<file path="src/rtl/mem_arbiter.sv">
// Two-requester memory port arbiter: IFU (read-only) and LSU (read/write) share one
// memory port, one outstanding transaction at a time, round-robin on conflict, with timeout.
module mem_arbiter #(
  parameter int unsigned TIMEOUT  = 64,
  parameter logic [31:0] ERR_DATA = 32'hDEADBEEF
) (
  input  logic        clk,
  input  logic        rst,
  input  logic        ifu_req,
  input  logic [31:0] ifu_addr,
  output logic        ifu_gnt,
  output logic        ifu_rvalid,
  output logic [31:0] ifu_rdata,
  input  logic        lsu_req,
  input  logic        lsu_wen,
  input  logic [31:0] lsu_addr,
  input  logic [31:0] lsu_wdata,
  input  logic [3:0]  lsu_wmask,
  output logic        lsu_gnt,
  output logic        lsu_rvalid,
  output logic [31:0] lsu_rdata,
  output logic        mem_req,
  output logic        mem_wen,
  output logic [31:0] mem_addr,
  output logic [31:0] mem_wdata,
  output logic [3:0]  mem_wmask,
  input  logic        mem_ack,
  input  logic        mem_rvalid,
  input  logic [31:0] mem_rdata,
  output logic        err
);

  localparam int CNT_W = $clog2(TIMEOUT) + 1;

  typedef enum logic [1:0] {S_IDLE, S_REQ, S_RESP} state_t;

  state_t             r_state;
  state_t             w_next;
  logic               w_grant;
  logic               w_pick_lsu;
  logic               w_done;
  logic               w_tmo;
  logic               w_cnt_max;
  logic [31:0]        w_resp_data;

  logic               r_last_lsu;
  logic               r_own_lsu;
  logic [CNT_W-1:0]   r_cnt;
  logic               r_mem_req;
  logic               r_mem_wen;
  logic [31:0]        r_mem_addr;
  logic [31:0]        r_mem_wdata;
  logic [3:0]         r_mem_wmask;
  logic               r_ifu_rvalid;
  logic [31:0]        r_ifu_rdata;
  logic               r_lsu_rvalid;
  logic [31:0]        r_lsu_rdata;
  logic               r_err;

  // Writes complete with zero data; timed-out reads return the error pattern.
  function automatic logic [31:0] f_resp_data(input logic is_write, input logic timed_out,
                                              input logic [31:0] rdata);
    if (is_write)
      return 32'h0;
    else if (timed_out)
      return ERR_DATA;
    else
      return rdata;
  endfunction

  assign w_cnt_max   = (r_cnt == CNT_W'(TIMEOUT - 1));
  assign w_resp_data = f_resp_data(r_mem_wen, w_tmo, mem_rdata);

  always_ff @(posedge clk) begin
    if (!rst)
      r_state <= S_IDLE;
    else
      r_state <= w_next;
  end

  // Completion has priority over timeout when both land in the same cycle.
  always_comb begin
    w_next     = r_state;
    w_grant    = 1'b0;
    w_pick_lsu = 1'b0;
    w_done     = 1'b0;
    w_tmo      = 1'b0;
    case (r_state)
      S_IDLE: begin
        if (rst && (ifu_req || lsu_req)) begin
          w_grant    = 1'b1;
          w_pick_lsu = lsu_req && (!ifu_req || !r_last_lsu);
          w_next     = S_REQ;
        end
      end
      S_REQ: begin
        if (mem_ack && mem_rvalid) begin
          w_done = 1'b1;
          w_next = S_IDLE;
        end else if (w_cnt_max) begin
          w_tmo  = 1'b1;
          w_next = S_IDLE;
        end else if (mem_ack) begin
          w_next = S_RESP;
        end
      end
      S_RESP: begin
        if (mem_rvalid) begin
          w_done = 1'b1;
          w_next = S_IDLE;
        end else if (w_cnt_max) begin
          w_tmo  = 1'b1;
          w_next = S_IDLE;
        end
      end
      default: w_next = S_IDLE;
    endcase
  end

  always_ff @(posedge clk) begin
    if (!rst) begin
      r_last_lsu   <= 1'b0;
      r_own_lsu    <= 1'b0;
      r_cnt        <= '0;
      r_mem_req    <= 1'b0;
      r_mem_wen    <= 1'b0;
      r_mem_addr   <= 32'h0;
      r_mem_wdata  <= 32'h0;
      r_mem_wmask  <= 4'h0;
      r_ifu_rvalid <= 1'b0;
      r_ifu_rdata  <= 32'h0;
      r_lsu_rvalid <= 1'b0;
      r_lsu_rdata  <= 32'h0;
      r_err        <= 1'b0;
    end else begin
      r_ifu_rvalid <= 1'b0;
      r_lsu_rvalid <= 1'b0;
      r_err        <= 1'b0;
      if (w_grant) begin
        r_own_lsu   <= w_pick_lsu;
        r_last_lsu  <= w_pick_lsu;
        r_cnt       <= '0;
        r_mem_req   <= 1'b1;
        r_mem_wen   <= w_pick_lsu && lsu_wen;
        r_mem_addr  <= w_pick_lsu ? lsu_addr : ifu_addr;
        r_mem_wdata <= (w_pick_lsu && lsu_wen) ? lsu_wdata : 32'h0;
        r_mem_wmask <= (w_pick_lsu && lsu_wen) ? lsu_wmask : 4'h0;
      end else if (r_state != S_IDLE) begin
        r_cnt <= r_cnt + CNT_W'(1);
      end
      if (r_state == S_REQ && mem_ack)
        r_mem_req <= 1'b0;
      if (w_done || w_tmo) begin
        r_mem_req <= 1'b0;
        r_err     <= w_tmo;
        if (r_own_lsu) begin
          r_lsu_rvalid <= 1'b1;
          r_lsu_rdata  <= w_resp_data;
        end else begin
          r_ifu_rvalid <= 1'b1;
          r_ifu_rdata  <= w_resp_data;
        end
      end
    end
  end

  assign ifu_gnt    = w_grant && !w_pick_lsu;
  assign lsu_gnt    = w_grant && w_pick_lsu;
  assign ifu_rvalid = r_ifu_rvalid;
  assign ifu_rdata  = r_ifu_rdata;
  assign lsu_rvalid = r_lsu_rvalid;
  assign lsu_rdata  = r_lsu_rdata;
  assign mem_req    = r_mem_req;
  assign mem_wen    = r_mem_wen;
  assign mem_addr   = r_mem_addr;
  assign mem_wdata  = r_mem_wdata;
  assign mem_wmask  = r_mem_wmask;
  assign err        = r_err;

endmodule

</file>
<file path="config.mk">
export PLATFORM = sky130hd
export DESIGN_NAME = mem_arbiter
export DESIGN_NICKNAME = d
export VERILOG_FILES = /design/src/rtl/mem_arbiter.sv
export SDC_FILE = /design/constraint.sdc
export NUM_CORES = 1
export LEC_CHECK = 0
export CORE_UTILIZATION = 41
export CTS_BUF_LIST = sky130_fd_sc_hd__clkbuf_4
export DETAILED_ROUTE_END_ITERATION = 16
export PLACE_DENSITY = 0.82
export RECOVER_POWER = 50
export SLEW_MARGIN = 40
export SYNTH_ARGS = -nofsm -noshare
export SYNTH_HDL_FRONTEND = slang
export SYNTH_SLANG_ARGS = --single-unit
</file>
<file path="constraint.sdc">
create_clock -name clk -period 2.8 [get_ports clk]
set_clock_uncertainty 0.15 [all_clocks]
set_input_delay 0.7 -clock clk [delete_from_list [all_inputs] [get_ports clk]]
set_output_delay 0.7 -clock clk [all_outputs]
set_load 0.02 [all_outputs]
</file>
; ---- Word-level counts from Yosys, hierarchy flattened
; Index checks and enable logic that the tools add are counted.
[totals]
reg_bits = 147
inputBits = 139
output_inout_bits = 139
wordCells = 68
[op_classes]
n_addsub = 1
eq_ne = 6
muxes = 25
bitwise = 2
n_reduce_logical = 21
[ops]
columns = operator, count
row1 = $mux W32, 4
row2 = $mux W2, 6
row3 = $mux W1, 11
row4 = $add A7 B1 Y7 const B, 1
row5 = $eq A7 B6 Y1 const B, 1
row6 = $logic_and A1 B1 Y1, 7
row7 = $pmux W2 S3, 1
row8 = $reduce_and A2 Y1, 3
row9 = $mux W4, 1
row10 = $ne A4 B4 Y1 const B, 1
row11 = $pmux W1 S2, 2
row12 = $logic_not A1 Y1, 3
row13 = $logic_or A1 B1 Y1, 3
row14 = $ne A3 B3 Y1 const B, 1
row15 = $reduce_and A3 Y1, 1
row16 = $reduce_or A3 Y1, 1
row17 = $eq A2 B1 Y1 const B, 1
row18 = $eq A2 B2 Y1 const B, 1
row19 = $logic_not A2 Y1, 1
row20 = $ne A2 B2 Y1 const B, 1
row21 = $not A1 Y1, 2
row22 = $reduce_bool A2 Y1, 1
row23 = $reduce_or A2 Y1, 1

; ---- Depth between registers and ports, before layout
; Gate-level depths: netlist of the first run.
[depth]
ltp_word = 7
depth_mapped = 8

; ---- Worst setup path after synthesis of the first run
; OpenSTA, ideal clock, no wires.
[synth_path]
kind = input-to-output
from = input rst
to = output ifu_gnt
t_arrival_ns = 1.472
t_required_ns = 1.950
path_slack_ns = 0.478
path_stages = 4
path_cell_list = buf_2 o211ai_2 clkbuf_1 nor2_1
[synth_via]
elab_chain_cells = 5
[synth_lines]
columns = item, line_no
row1 = from (decl), 8  ; input logic rst,
row2 = $logic_and A1 B1 Y1 *, 90  ; if (rst && (ifu_req || lsu_req)) begin
row3 = $mux W1, 90
row4 = $mux W1, 88  ; case (r_state)
row5 = $logic_not A1 Y1, 167  ; assign ifu_gnt = w_grant && !w_pick_lsu;
row6 = $logic_and A1 B1 Y1 *, 167
row7 = to (decl), 11  ; output logic ifu_gnt,
; Every way passes the cells marked *; elsewhere a longest branch is shown, timed or not.

; ---- Worst setup path in the final report of the first run
[layout_path]
from = input lsu_req
to = output ifu_gnt
[layout_via]
elab_chain_cells = 6
[layout_lines]
columns = item, line_no
row1 = from (decl), 14  ; input logic lsu_req,
row2 = $logic_or A1 B1 Y1, 90
row3 = $logic_and A1 B1 Y1, 90
row4 = $mux W1, 90
row5 = $mux W1, 88
row6 = $logic_not A1 Y1, 167
row7 = $logic_and A1 B1 Y1 *, 167
; Marked as above.

==> results of run 1 <==
==> cell families after synthesis <==
logic type	count (synthesis)	share of synthesized area (%)
buf+inv	49	5.45
simple gates	96	10.0
flops	147	53.4
compound gates	153	23.4
xor+xnor	5	0.795
fa+ha+maj	4	0.909
mux	33	6.00
==> worst min path at each step <==
stage,startpoint,endpoint,cells after the start
after floorplan,r_cnt[5],r_cnt[5],2
after global placement,lsu_rdata[8],lsu_rdata[8],1
after detailed placement,lsu_rdata[24],lsu_rdata[24],1
after CTS,mem_addr[27],mem_addr[27],2
after global routing,mem_addr[27],mem_addr[27],2
final,mem_addr[27],mem_addr[27],2
==> sequential cells by signal, summed over array words and instances (netlist names) <==
register / count
mem_req: 1
ifu_rdata: 32
ifu_rvalid: 1
mem_wen: 1
lsu_rvalid: 1
mem_addr: 32
r_own_lsu: 1
lsu_rdata: 32
err: 1
r_cnt: 7
mem_wmask: 4
r_state: 2
mem_wdata: 32
==> cell usage after synthesis, types with 2 or more instances <==
master and count:
dfxtp_1 147, o21ai_0 34, clkbuf_1 8, nor3_2 2
a21oi_1 4, xor2_1 3, buf_1 5, buf_2 18
a21o_1 2, a22o_1 37, nor2b_1 2, buf_6 12
ha_1 4, a221o_1 48, mux2i_1 33, nor2_1 13
nand4b_1 2, nand3_1 33, xnor2_1 2, nand2_1 7
and2_1 26, and3_1 3, a32o_1 16, inv_1 4
==> area by class of cell <==
type                       count  share of cell area [%]
timing repair buffer         301                    34.5
sequential                   147                    34.1
multi-input combinational    291                    26.2
tap                          172                    2.49
clock buffer                  19                    1.65
clock inverter                10                   0.811
inverter                       5                   0.217
antenna                        1                  0.0290
==> worst min-delay path: cells and delay by family, from the launching register on <==
family | cells | cell delay, ns
DFF | 1 | 0.32
AOI/OAI and AO/OA | 1 | 0.06
and+or+nand+nor | 1 | 0.05
==> through the flow <==
stage                     worst slack [ns]  TNS [ns]  util (%)  cell area (um^2)  power [mW]
final                               0.0922         0      67.1              8630        4.50
after floorplan                      0.478         0         -              5510        2.86
after global placement              -0.250    -0.982      65.5              8430        3.40
after CTS                          0.00218         0      67.3              8670        4.55
after detailed placement            -0.250    -0.442      65.6              8440        3.43
after global routing                0.0319         0      67.1              8630        4.70
==> report_power, final <==
| part | total (mW) | switching (mW) | internal [mW] |
|---|---|---|---|
| registers | 2.31 | 0.0857 | 2.23 |
| logic | 1.07 | 0.514 | 0.552 |
| clock network | 1.12 | 0.697 | 0.423 |
==> metal layers <==
layer  track usage (%)  up-vias  routed length, um
met5                 0        -                  0
met2              41.0      223               8300
met4              11.4        0                469
li1                  -     2408                  -
met3              8.04       39               1280
met1              26.9     2459               6820
==> what timing repair did <==
action / in CTS / in global routing
gates resized for setup: 5 / 1
setup endpoints to repair: 2 / 2
gates cloned: 0 / 1
pin swaps: 0 / 1
setup buffers: 0 / 1
==> results.json, run 1 <==
{
  "cp_slowest_stage_delay_ns": 0.50,
  "yosysTopAreaCellShare_pct": 53.4,
  "ys_seq_area_share_pct": 53.4,
  "rsz0062_at_grt": "false",
  "rrSetupSlack_ns": 0.20,
  "critPathKind": "in -> out",
  "overflow": 0,
  "cts_buffers": 17,
  "layout-drive-gt1-share_pct": 7.76,
  "fp.coreArea_mm2": 0.0129,
  "hold_class": "reg -> reg",
  "layout.cells.non_filler": 946,
  "crit_chain": "clkdlybuf4s50_1 -> a21boi_4 -> buf_12 -> nor2_1 -> buf_4",
  "vias": 5129,
  "max_freq_mhz": 369,
  "yosys_register_bits": 147,
  "ant_nets": 0,
  "worst_pin_slew_ns": 0.772,
  "hold_buffers": 0,
  "dpl.hpwl_um": 12200,
  "ys.flop_type": "dfxtp_1",
  "startpoint_type": "primary input",
  "grt_max_degree": 41,
  "seqCellArea_mm2": 0.00294,
  "finalHoldViolCount": 0,
  "postSynthCellCount": 487,
  "post-place-cells": 914,
  "peakVddDrop_v": 0.000250,
  "start_util_pct": 42.8,
  "io_pins": 278,
  "netlist_area_mm2": 0.00551,
  "routed_wl_um": 16900,
  "finalCritPeriodShare_pct": 96.7,
  "grt.total_usage_pct": 24.0,
  "holdWs_ns": 0.324,
  "period_needed_ns": 2.71,
  "cts-root-buf": "clkbuf_4",
  "multi_input_area_mm2": 0.00227,
  "slew_headroom_pct": 48.5,
  "powerDensity_mw_per_mm2": 521,
  "synth.net_count": 630,
  "cp.depth": 5,
  "syn_area_per_cell_um2": 11.3,
  "startpoint": "lsu_req",
  "syn2layout_area_growth_pct": 56.8,
  "cp-end-kind": "primary output",
  "critPathTopFamily": "buffers and inverters",
  "cts_sinks": 147,
  "firstDrtPassIters": 4,
  "nets": 906,
  "clk_pin_slew_ns": 0.10,
  "routedWlPerCell_um": 17.8,
  "status": "finished, final reports clean",
  "fp.dieW_um": 118,
  "nFillCells": 1008,
  "clk_latency_ns": 0.56,
  "setup_viol": 0,
  "slowest_stage": "clkdlybuf4s50_1",
  "clockBufferDepth": 2,
  "reg2reg_to": "mem_wdata[1]",
  "synth_edf_count": 0,
  "r2r_cells": 9,
  "htree_levels": 4,
  "async_flop_share_pct": 0,
  "first_global_vias": 5087,
  "cp-endpoint": "ifu_gnt",
  "cts_tree": "done",
  "final_cell_mix": "clkdlybuf4s50_1 (274), dfxtp_1 (147), a221o_1 (48)",
  "globalplace.congestion": 0.850,
  "antenna_found_initial": 1,
  "io_buffer_count": 277,
  "cp_max_fo": 17,
  "critical_path_buf_inv_count": 3,
  "synthTopCellsByArea": "dfxtp_1 (53%), a221o_1 (8.7%), mux2i_1 (6.0%)",
  "critPathArrivalTime_ns": 1.86,
  "drv_slew": 0,
  "yosysWarnings": 0,
  "yosys.area.top_type": "dfxtp_1",
  "drt_iter0_markers": 415,
  "die_y_um": 118,
  "drv_cap": 0,
  "synth_cell_type_count": 46,
  "p_leak_nw": 3.34,
  "vias_per_cell": 5.42,
  "grt_pass1_wl_um": 26300,
  "die_area_mm2": 0.0139,
  "final_common_cell": "clkdlybuf4s50_1",
  "rr_startpoint": "r_state[0]",
  "drc_errors": 0,
  "cp.required_ns": 1.95,
  "num_rows": 41
}
(Power assumes the default switching activity.)
==> run 2: changes to the inputs <==
--- a/config.mk
+++ b/config.mk
@@ -5,11 +5,11 @@
 export SDC_FILE = /design/constraint.sdc
 export NUM_CORES = 1
 export LEC_CHECK = 0
-export CORE_UTILIZATION = 41
+export CORE_UTILIZATION = 25
 export CTS_BUF_LIST = sky130_fd_sc_hd__clkbuf_4
 export DETAILED_ROUTE_END_ITERATION = 16
-export PLACE_DENSITY = 0.82
 export RECOVER_POWER = 50
+export SETUP_SLACK_MARGIN = 0.05
 export SLEW_MARGIN = 40
 export SYNTH_ARGS = -nofsm -noshare
 export SYNTH_HDL_FRONTEND = slang
==> run 2 against run 1 <==
Design area rose by 2.4%. Clock power increased by 40%. Core utilization is 26 points lower. Via count shrank 5.1%. Highest routed layer unchanged.
==> results.json, run 2 (synthesis gave the netlist of run 1 again) <==
{
  "multi_input_area_mm2": 0.00226,
  "routed_wl_um": 17000,
  "p_leak_nw": 3.38,
  "die_y_um": 150,
  "drt_iter0_markers": 190,
  "start_util_pct": 25.9,
  "grtUsageMet2_pct": 23.6,
  "critPathArrivalTime_ns": 1.82,
  "cts_setup_buffers": 0,
  "grt.total_usage_pct": 14.9,
  "cp_slowest_stage_delay_ns": 0.52,
  "crit_chain": "clkdlybuf4s50_1 -> buf_4 -> o211ai_1 -> nor2_1 -> buf_12",
  "startpoint_type": "primary input",
  "rrSetupSlack_ns": 0.21,
  "critPathKind": "in -> out",
  "cp_max_fo": 2,
  "clockBufferDepth": 2,
  "finalHoldViolCount": 0,
  "hold_class": "reg -> reg",
  "clk_pin_slew_ns": 0.12,
  "globalplace.congestion": 0.741,
  "drc_errors": 0,
  "dpl-instance-area_mm2": 0.00854,
  "worst_pin_slew_ns": 1.05,
  "final_cell_mix": "clkdlybuf4s50_1 (273), dfxtp_1 (147), a221o_1 (48)",
  "cts_sinks": 147,
  "finalCritPeriodShare_pct": 95.4,
  "power_mw": 4.93,
  "syn2layout_area_growth_pct": 60.6,
  "num_rows": 53,
  "seqCellArea_mm2": 0.00294,
  "final_area_mm2": 0.00884,
  "period_needed_ns": 2.67,
  "cts_buffers": 17,
  "cp.required_ns": 1.95,
  "place_ws_ns": 0.0620,
  "setup_viol": 0,
  "slew_headroom_pct": 30.0,
  "htree_levels": 4,
  "dpl.hpwl_um": 12400,
  "grt_pass1_wl_um": 25900,
  "cp-end-kind": "primary output",
  "overflow": 0,
  "critical_path_buf_inv_count": 3,
  "status": "finished, final reports clean",
  "routedWlPerCell_um": 16.2,
  "cts_tree": "done",
  "drv_slew": 0,
  "fin_tns_setup_ns": 0,
  "nFillCells": 2074,
  "clk_latency_ns": 0.52,
  "cts-root-buf": "clkbuf_4",
  "nets": 902,
  "peakVddDrop_v": 0.000249,
  "grt_max_degree": 39,
  "grt_busiest_layer": "met2",
  "fin_ws_ns": 0.128,
  "critPathTopFamily": "buffers and inverters",
  "io_buffer_count": 277,
  "powerDensity_mw_per_mm2": 558,
  "max_freq_mhz": 374,
  "fp.dieW_um": 150,
  "final_common_cell": "clkdlybuf4s50_1",
  "firstDrtPassIters": 4,
  "layout-drive-gt1-share_pct": 8.16,
  "slowest_stage": "clkdlybuf4s50_1",
  "die_area_mm2": 0.0226,
  "vias": 4867,
  "grt_use_met3_pct": 5.61,
  "io_pins": 278,
  "vias_per_cell": 4.64,
  "grt_use_met1_pct": 18.3,
  "fp.coreArea_mm2": 0.0213,
  "rsz0062_at_grt": "false",
  "first_global_vias": 4764,
  "drv_cap": 0,
  "ant_nets": 0,
  "antenna_found_initial": 1
}
[run 2: cell types whose count changed in the layout (fill, tap and decap cells not counted), sizes merged]
cell / previous run / this run
diode: 1 / 2
dlymetal6s2s: 0 / 1
buf: 21 / 19
bufinv: 1 / 4
clkbuf: 25 / 22
inv: 5 / 9
clkinvlp: 1 / 0
clkinv: 8 / 6
clkdlybuf4s50: 274 / 273
[run 2: routing by layer]
layer | vias up | wire length, um
met5 | - | 0
met4 | 0 | 221
met3 | 13 | 1550
met2 | 205 | 7780
met1 | 2249 | 7470
li1 | 2400 | -
[run 2: worst paths after layout]
check | endpoint | from | cells past startpoint
max | ifu_gnt | lsu_req | 5
max reg2reg | ifu_rdata[8] | r_state[1] | 7
min | lsu_rdata[22] | lsu_rdata[22] | 1
min reg2reg | lsu_rdata[22] | lsu_rdata[22] | 1
[run 2: through the flow]
stage / std cells / hold WS, ns / util (%)
6_report: 1049 / 0.328 / 41.6
5_1_grt: 1049 / 0.277 / 41.6
4_1_cts: 1047 / 0.300 / 41.7
3_5_place_dp: 1015 / 0.303 / 40.1
3_3_place_gp: 1014 / 0.297 / 40.1
2_1_floorplan: 487 / 0.317 / -
[run 2: report_power, final]
| group | switching (mW) | internal (mW) | leakage [nW] |
|---|---|---|---|
| clock network | 0.832 | 0.735 | 0.181 |
| logic | 0.506 | 0.553 | 2.01 |
| registers | 0.0809 | 2.23 | 1.20 |
| total | 1.42 | 3.52 | 3.38 |
[run 2: final cells by class]
| class | instances | area share [%] |
|---|---|---|
| Antenna cell | 2 | 0.0566 |
| Multi-Input combinational cell | 291 | 25.6 |
| Clock inverter | 14 | 2.28 |
| Timing Repair Buffer | 297 | 33.2 |
| Tap cell | 275 | 3.89 |
| Clock buffer | 18 | 1.53 |
| Inverter | 5 | 0.212 |
| Sequential cell | 147 | 33.3 |
[run 2: what timing repair did]
item / 4_1_cts / 5_1_grt
resized for setup: 1 / 2
setup endpoints to repair: 2 / 2
hold buffers: 0 / 0
gates cloned: 0 / 0
pin swaps: 0 / 0
